<file path="src/rtl/serializer_pkg.sv">
`default_nettype none
// ============================================================================
// Module : serializer_pkg
// Brief  : FSM state encoding and serial-length decode helpers for par_serializer.
// Rev    : 1.0
// ============================================================================
package serializer_pkg;

    typedef enum logic [0:0] {
        ST_IDLE  = 1'b0,
        ST_SHIFT = 1'b1
    } state_e;

    // A length field of zero selects the full word width.
    function automatic int unsigned eff_len(input int unsigned mod_val,
                                            input int unsigned data_w);
        return (mod_val == 0) ? data_w : mod_val;
    endfunction

    function automatic logic len_legal(input int unsigned len,
                                       input int unsigned min_len);
        return (len >= min_len);
    endfunction

endpackage
`default_nettype wire

</file>
<file path="src/rtl/ser_shift_reg.sv">
`default_nettype none
// ============================================================================
// Module : ser_shift_reg
// Brief  : Loadable shift register presenting one serial bit, MSB- or LSB-first.
// Rev    : 1.0
// ============================================================================
module ser_shift_reg #(
    parameter int DATA_W    = 16,
    parameter bit LSB_FIRST = 1'b0
) (
    input  logic              clk_i,
    input  logic              arst_i,
    input  logic              load_i,
    input  logic [DATA_W-1:0] data_i,
    input  logic              shift_i,
    output logic              ser_o
);

    logic [DATA_W-1:0] sreg_q;
    logic [DATA_W-1:0] sreg_d;

    always_comb begin
        sreg_d = sreg_q;
        if (load_i) begin
            sreg_d = data_i;
        end else if (shift_i) begin
            if (LSB_FIRST) begin
                sreg_d = {1'b0, sreg_q[DATA_W-1:1]};
            end else begin
                sreg_d = {sreg_q[DATA_W-2:0], 1'b0};
            end
        end
    end

    always_ff @(posedge clk_i or posedge arst_i) begin
        if (arst_i) begin
            sreg_q <= '0;
        end else begin
            sreg_q <= sreg_d;
        end
    end

    generate
        if (LSB_FIRST) begin : g_lsb_out
            assign ser_o = sreg_q[0];
        end else begin : g_msb_out
            assign ser_o = sreg_q[DATA_W-1];
        end
    endgenerate

endmodule
`default_nettype wire

</file>
<file path="src/rtl/par_serializer.sv">
`default_nettype none
// ============================================================================
// Module : par_serializer
// Brief  : Parallel-to-serial converter with one-word hold buffer and variable
//          length. Define SERIALIZER_BACKPRESSURE_EN to add the ser_rdy_i sink stall.
// Rev    : 1.0
// ============================================================================
module par_serializer
    import serializer_pkg::*;
#(
    parameter  int DATA_W    = 16,
    parameter  int MIN_LEN   = 3,
    parameter  bit LSB_FIRST = 1'b0,
    localparam int MOD_W     = $clog2(DATA_W)
) (
    input  logic              clk_i,
    input  logic              arst_i,
    input  logic [DATA_W-1:0] data_i,
    input  logic [MOD_W-1:0]  data_mod_i,
    input  logic              data_val_i,
    output logic              data_rdy_o,
    output logic              ser_data_o,
    output logic              ser_data_val_o,
`ifdef SERIALIZER_BACKPRESSURE_EN
    input  logic              ser_rdy_i,
`endif
    output logic              busy_o
);

    localparam int CNT_W = MOD_W + 1;

    state_e            state_q, state_d;
    logic [CNT_W-1:0]  cnt_q, cnt_d;
    logic              hold_full_q, hold_full_d;
    logic [DATA_W-1:0] hold_data_q, hold_data_d;
    logic [CNT_W-1:0]  hold_len_q, hold_len_d;

    logic              transfer;
    logic              last_xfer;
    logic              accept;
    logic [CNT_W-1:0]  in_len;
    logic              in_legal;
    logic              load_from_hold;
    logic              load_direct;
    logic              to_hold;
    logic              sh_load;
    logic [DATA_W-1:0] sh_data;

    assign in_len   = CNT_W'(eff_len(32'(data_mod_i), DATA_W));
    assign in_legal = len_legal(32'(in_len), MIN_LEN);

`ifdef SERIALIZER_BACKPRESSURE_EN
    assign transfer = (state_q == ST_SHIFT) && ser_rdy_i;
`else
    assign transfer = (state_q == ST_SHIFT);
`endif

    assign last_xfer = transfer && (cnt_q == CNT_W'(1));
    assign accept    = data_val_i && data_rdy_o;

    // Illegal-length words are consumed here and never reach hold or shifter.
    assign load_from_hold = last_xfer && hold_full_q;
    assign load_direct    = accept && in_legal &&
                            ((state_q == ST_IDLE) || (last_xfer && !hold_full_q));
    assign to_hold        = accept && in_legal && !load_direct;

    always_comb begin
        state_d     = state_q;
        cnt_d       = cnt_q;
        hold_full_d = hold_full_q;
        hold_data_d = hold_data_q;
        hold_len_d  = hold_len_q;
        sh_load     = 1'b0;
        sh_data     = data_i;

        if (load_from_hold) begin
            sh_load     = 1'b1;
            sh_data     = hold_data_q;
            cnt_d       = hold_len_q;
            hold_full_d = 1'b0;
            state_d     = ST_SHIFT;
        end else if (load_direct) begin
            sh_load = 1'b1;
            cnt_d   = in_len;
            state_d = ST_SHIFT;
        end else if (transfer && (cnt_q != '0)) begin
            cnt_d = cnt_q - CNT_W'(1);
            if (last_xfer) begin
                state_d = ST_IDLE;
            end
        end

        if (to_hold) begin
            hold_full_d = 1'b1;
            hold_data_d = data_i;
            hold_len_d  = in_len;
        end
    end

    always_ff @(posedge clk_i or posedge arst_i) begin
        if (arst_i) begin
            state_q     <= ST_IDLE;
            cnt_q       <= '0;
            hold_full_q <= 1'b0;
            hold_data_q <= '0;
            hold_len_q  <= '0;
        end else begin
            state_q     <= state_d;
            cnt_q       <= cnt_d;
            hold_full_q <= hold_full_d;
            hold_data_q <= hold_data_d;
            hold_len_q  <= hold_len_d;
        end
    end

    ser_shift_reg #(
        .DATA_W    (DATA_W),
        .LSB_FIRST (LSB_FIRST)
    ) u_shift (
        .clk_i   (clk_i),
        .arst_i  (arst_i),
        .load_i  (sh_load),
        .data_i  (sh_data),
        .shift_i (transfer && !sh_load),
        .ser_o   (ser_data_o)
    );

    assign ser_data_val_o = (state_q == ST_SHIFT);
    assign data_rdy_o     = !hold_full_q;
    assign busy_o         = (state_q == ST_SHIFT) || hold_full_q;

endmodule
`default_nettype wire

</file>
<file path="config.mk">
export PLATFORM = sky130hd
export DESIGN_NAME = par_serializer
export DESIGN_NICKNAME = d
export VERILOG_FILES = /design/src/rtl/serializer_pkg.sv /design/src/rtl/ser_shift_reg.sv /design/src/rtl/par_serializer.sv
export SDC_FILE = /design/constraint.sdc
export NUM_CORES = 1
export LEC_CHECK = 0
export ABC_AREA = 0
export CAP_MARGIN = 20
export CELL_PAD_IN_SITES_DETAIL_PLACEMENT = 2
export CELL_PAD_IN_SITES_GLOBAL_PLACEMENT = 2
export CORE_ASPECT_RATIO = 0.6
export CORE_MARGIN = 3
export CORE_UTILIZATION = 39
export CTS_BUF_LIST = sky130_fd_sc_hd__clkbuf_4
export DETAILED_ROUTE_END_ITERATION = 16
export PLACE_DENSITY = 0.92
export RECOVER_POWER = 25
export REMOVE_ABC_BUFFERS = 1
export SLEW_MARGIN = 25
export SYNTH_ARGS = -nofsm -noshare
export SYNTH_HDL_FRONTEND = slang
export SYNTH_SLANG_ARGS = --single-unit
</file>
<file path="constraint.sdc">
create_clock -name clk_i -period 3.5 [get_ports clk_i]
set_clock_uncertainty 0.05 [all_clocks]
set_input_delay 0.35 -clock clk_i [delete_from_list [all_inputs] [get_ports clk_i]]
set_output_delay 0.35 -clock clk_i [all_outputs]
set_load 0.02 [all_outputs]
</file>
==> summary.txt <==
Routing
  • Wire length on met1: 3.155 mm
  • DR WL met3: 321 um
  • Initial DRT Pass Iterations: 5
  • WL/cell: 22.18 um
  • Starting DRT DRC Count: between 40 and 50
  • Max Used Layer: met4
  • Post-DRT Antenna Nets: 0
  • Vias per inst: between 5 and 6
  • DRC viols: 0
  • Met2 WL post-DR: 3.464 mm
  • Routed WL: a little over 7 mm
  • Via count: 1805

Synthesis
  • Cell taking the most area after synthesis: dfrtp_1
  • Avg Cell Area, Syn: about 11 um2
  • Synth top cells by count: 44 x dfrtp_1, 23 x mux2_2, 21 x nand2_1
  • Post-synthesis simple-gate area fraction: 13.03%
  • Largest family of logic cells by synthesized area: compound AO/OA/AOI/OAI gates
  • Largest cells by area after synthesis: dfrtp_1 48%, mux2_2 11%, a211oi_1 3.6%
  • Yosys Warn Count: 0
  • Share of the synthesized area in the top cell type: around half
  • Mux share of post-synthesis cell area: approximately 15%
  • Syn Inst Count: 214
  • #FFs+latches synth: 44
  • Post-synthesis async set-or-reset flop share: 100.0%
  • Main synth FF type: dfrtp_1
  • Most common cell in the netlist: dfrtp_1
  • Post-synthesis compound-gate area fraction: 16.16%
  • Adder-Cell Fraction of Synth Area: 1.649%
  • Area of the mapped netlist: 0.002276 mm2
  • Sequential area share after synthesis: 48.38%
  • EDFF count, synth: 0
  • Netlist cell types: 39
  • XOR/XNOR share of the synthesized area: 1.924%

Floorplan
  • Cell Rows: 20
  • DIE AREA: 0.006819 mm2
  • Num ports: 27
  • Die height: about 65 um
  • Chip Width: ~100 um
  • Initial cell density of the core: 42.70%
  • Core ar.: 0.005330 mm2

Clock tree
  • Worst-skew pair later-pin latency: 390 ps
  • Post_cts resized: 0
  • H-tree levels: 2
  • Worst-path clk slew: around 150 ps
  • Hold-fix buffer count after cts: 0
  • Setup bufs post-CTS: 0
  • CTS root buf: clkbuf_4
  • Number of CTS-inserted buffers: 5
  • Clock sink count: 44
  • Clk buf depth: 2
  • TritonCTS clock tree: yes

Power
  • PwrDens: 855.0 mW/mm2
  • Leak: 0.001083 uW
  • Maximum VDD drop: 0.0003392 V

STA
  • Worst slew pin tran: 1329 ps
  • Tcrit/Tclk final: about four fifths
  • Crit path time final: 2737 ps
  • Fin worst setup slack: 763.4 ps
  • Headroom to the max-slew limit: 11.40%
  • Max Clk Rate: 0.3654 GHz
  • Final Hold Viols: 0
  • Slew Limit Fails: 0
  • RSZ-0062 raised after global routing: no
  • Finish-stage setup viols: 0

Critical path
  • Worst flop-to-flop path endpoint: cnt_q[3]
  • Critical path endpoint: cnt_q[3]
  • CP Launch Type: flop
  • CP arrival: 2980 ps
  • CP endpoint kind: flop
  • FF-to-FF path depth: 6
  • R2r setup slk: 760 ps
  • CP max FO: 25
  • Crit Path Class: flop to flop
  • Reg-to-Reg Start: cnt_q[1]
  • Setup crit start: cnt_q[1]
  • Required time worst endpoint: 3740 ps

Flow run
  • Max_cap viols: 0

GRT
  • Global route total overflow: 0
  • Largest net degree at the start of global routing: 26
  • Vias in the first global route: 2080
  • Initial antenna violation count: 0
  • GR Util All Layers: 22.75%
  • First-pass GRT wire length: approximately 12 mm

Place
  • GP Congestion: 0.8477
  • DP Worst Slack: 776.5 ps
  • DP HPWL: 5.076 mm
  • IO Port Bufs: 26

Worst hold path
  • Worst Hold Class: input pin to asynchronous set/reset pin

Finish
  • # diodes: 0
  • Fin nets: 267
  • Final core utilization: 50.63%
  • Share of layout cells above drive strength 1: 16.94%
  • Layout overhead on the synthesized area: 18.58%

Status
  • Outcome: complete, no violations
-- layer usage --
layer  GRT usage [%]  vias up
met5               0        -
met4           7.529        0
met3           4.514       13
met2           39.71       42
met1           28.78      915
li1                -      835
-- worst min-delay path by stage --
| stage | end | start | depth (start not counted) |
|---|---|---|---|
| finish | hold_data_q[13] | arst_i | 2 |
| detailed placement | cnt_q[0] | hold_len_q[0] | 2 |
| CTS | hold_data_q[13] | arst_i | 2 |
| global route | hold_data_q[13] | arst_i | 2 |
| floorplan | cnt_q[0] | hold_len_q[0] | 2 |
| global placement | cnt_q[0] | hold_len_q[0] | 2 |
-- cells by family after synthesis --
| logic type | count (synthesis) |
|---|---|
| buffers and inverters | 23 |
| AOI/OAI and AO/OA | 49 |
| xor gates and xnor gates | 5 |
| adders and majority gates | 3 |
| and+or+nand+nor | 59 |
| DFF | 44 |
| muxes | 31 |
-- critical path, stage by stage, from the launching register on --
cell and delay [ps]:
dfrtp_1 420, inv_1 120, ha_1 210, nor4b_2 610
o221a_2 670, o21ai_0 290, o21ai_0 260
-- through the flow --
stage                     instance area (um2)  TNS (ps)  power (uW)  hold WS, ps  std cells
final                                    2699         0        2308        370.7        319
after global routing                     2699         0        2496        403.8        319
after CTS                                2703         0        2321        255.4        319
after detailed placement                 2641         0        2042        426.1        311
after global placement                   2641         0        1915        423.7        311
after floorplan                          2227     -4723        1629        394.6        202
-- where the power goes --
part / switching, uW / internal, uW / total, uW / leakage, uW
logic: 580 / 488 / 1070 / 0.000528
registers: 202 / 766 / 968 / 0.000527
clock network: 193 / 79.3 / 272 / 0.0000274
-- final cells by class --
class | instances | area, um2
tap | 77 | 96.34
inverter | 11 | 41.29
fill | 555 | 2631
sequential | 44 | 1101
timing repair buffer | 32 | 301.5
clock inverter | 3 | 23.77
clock buffer | 5 | 37.54
multi-input combinational | 147 | 1097
-- cell usage in the layout (no fill, tap or decap), drive strengths merged --
cell type	n
mux2	23
a32oi	3
and2	1
nand3	6
o21ai	7
o221ai	1
nor3b	2
nor4b	1
xor2	3
clkinv	3
a211oi	11
or4b	2
clkbuf	6
and3	2
xnor2	2
a31oi	7
nor2	10
dfrtp	44
o221a	1
o311ai	1
a21oi	5
o31ai	4
a22oi	2
clkinvlp	2
clkdlybuf4s50	25
nor3	5
ha	3
a21o	1
a221o	3
nand2b	1
dlygate4sd3	1
a211o	1
buf	5
a221oi	2
mux2i	8
nand2	21
inv	9
nor2b	8
-- flip-flops by register name, summed over array words and instances, names as in the netlist --
name / flops
cnt_q: 5
hold_len_q: 5
hold_data_q: 16
u_shift.sreg_q: 16
ser_data_val_o: 1
hold_full_q: 1
Note: power is estimated with default switching activity, not from simulation.
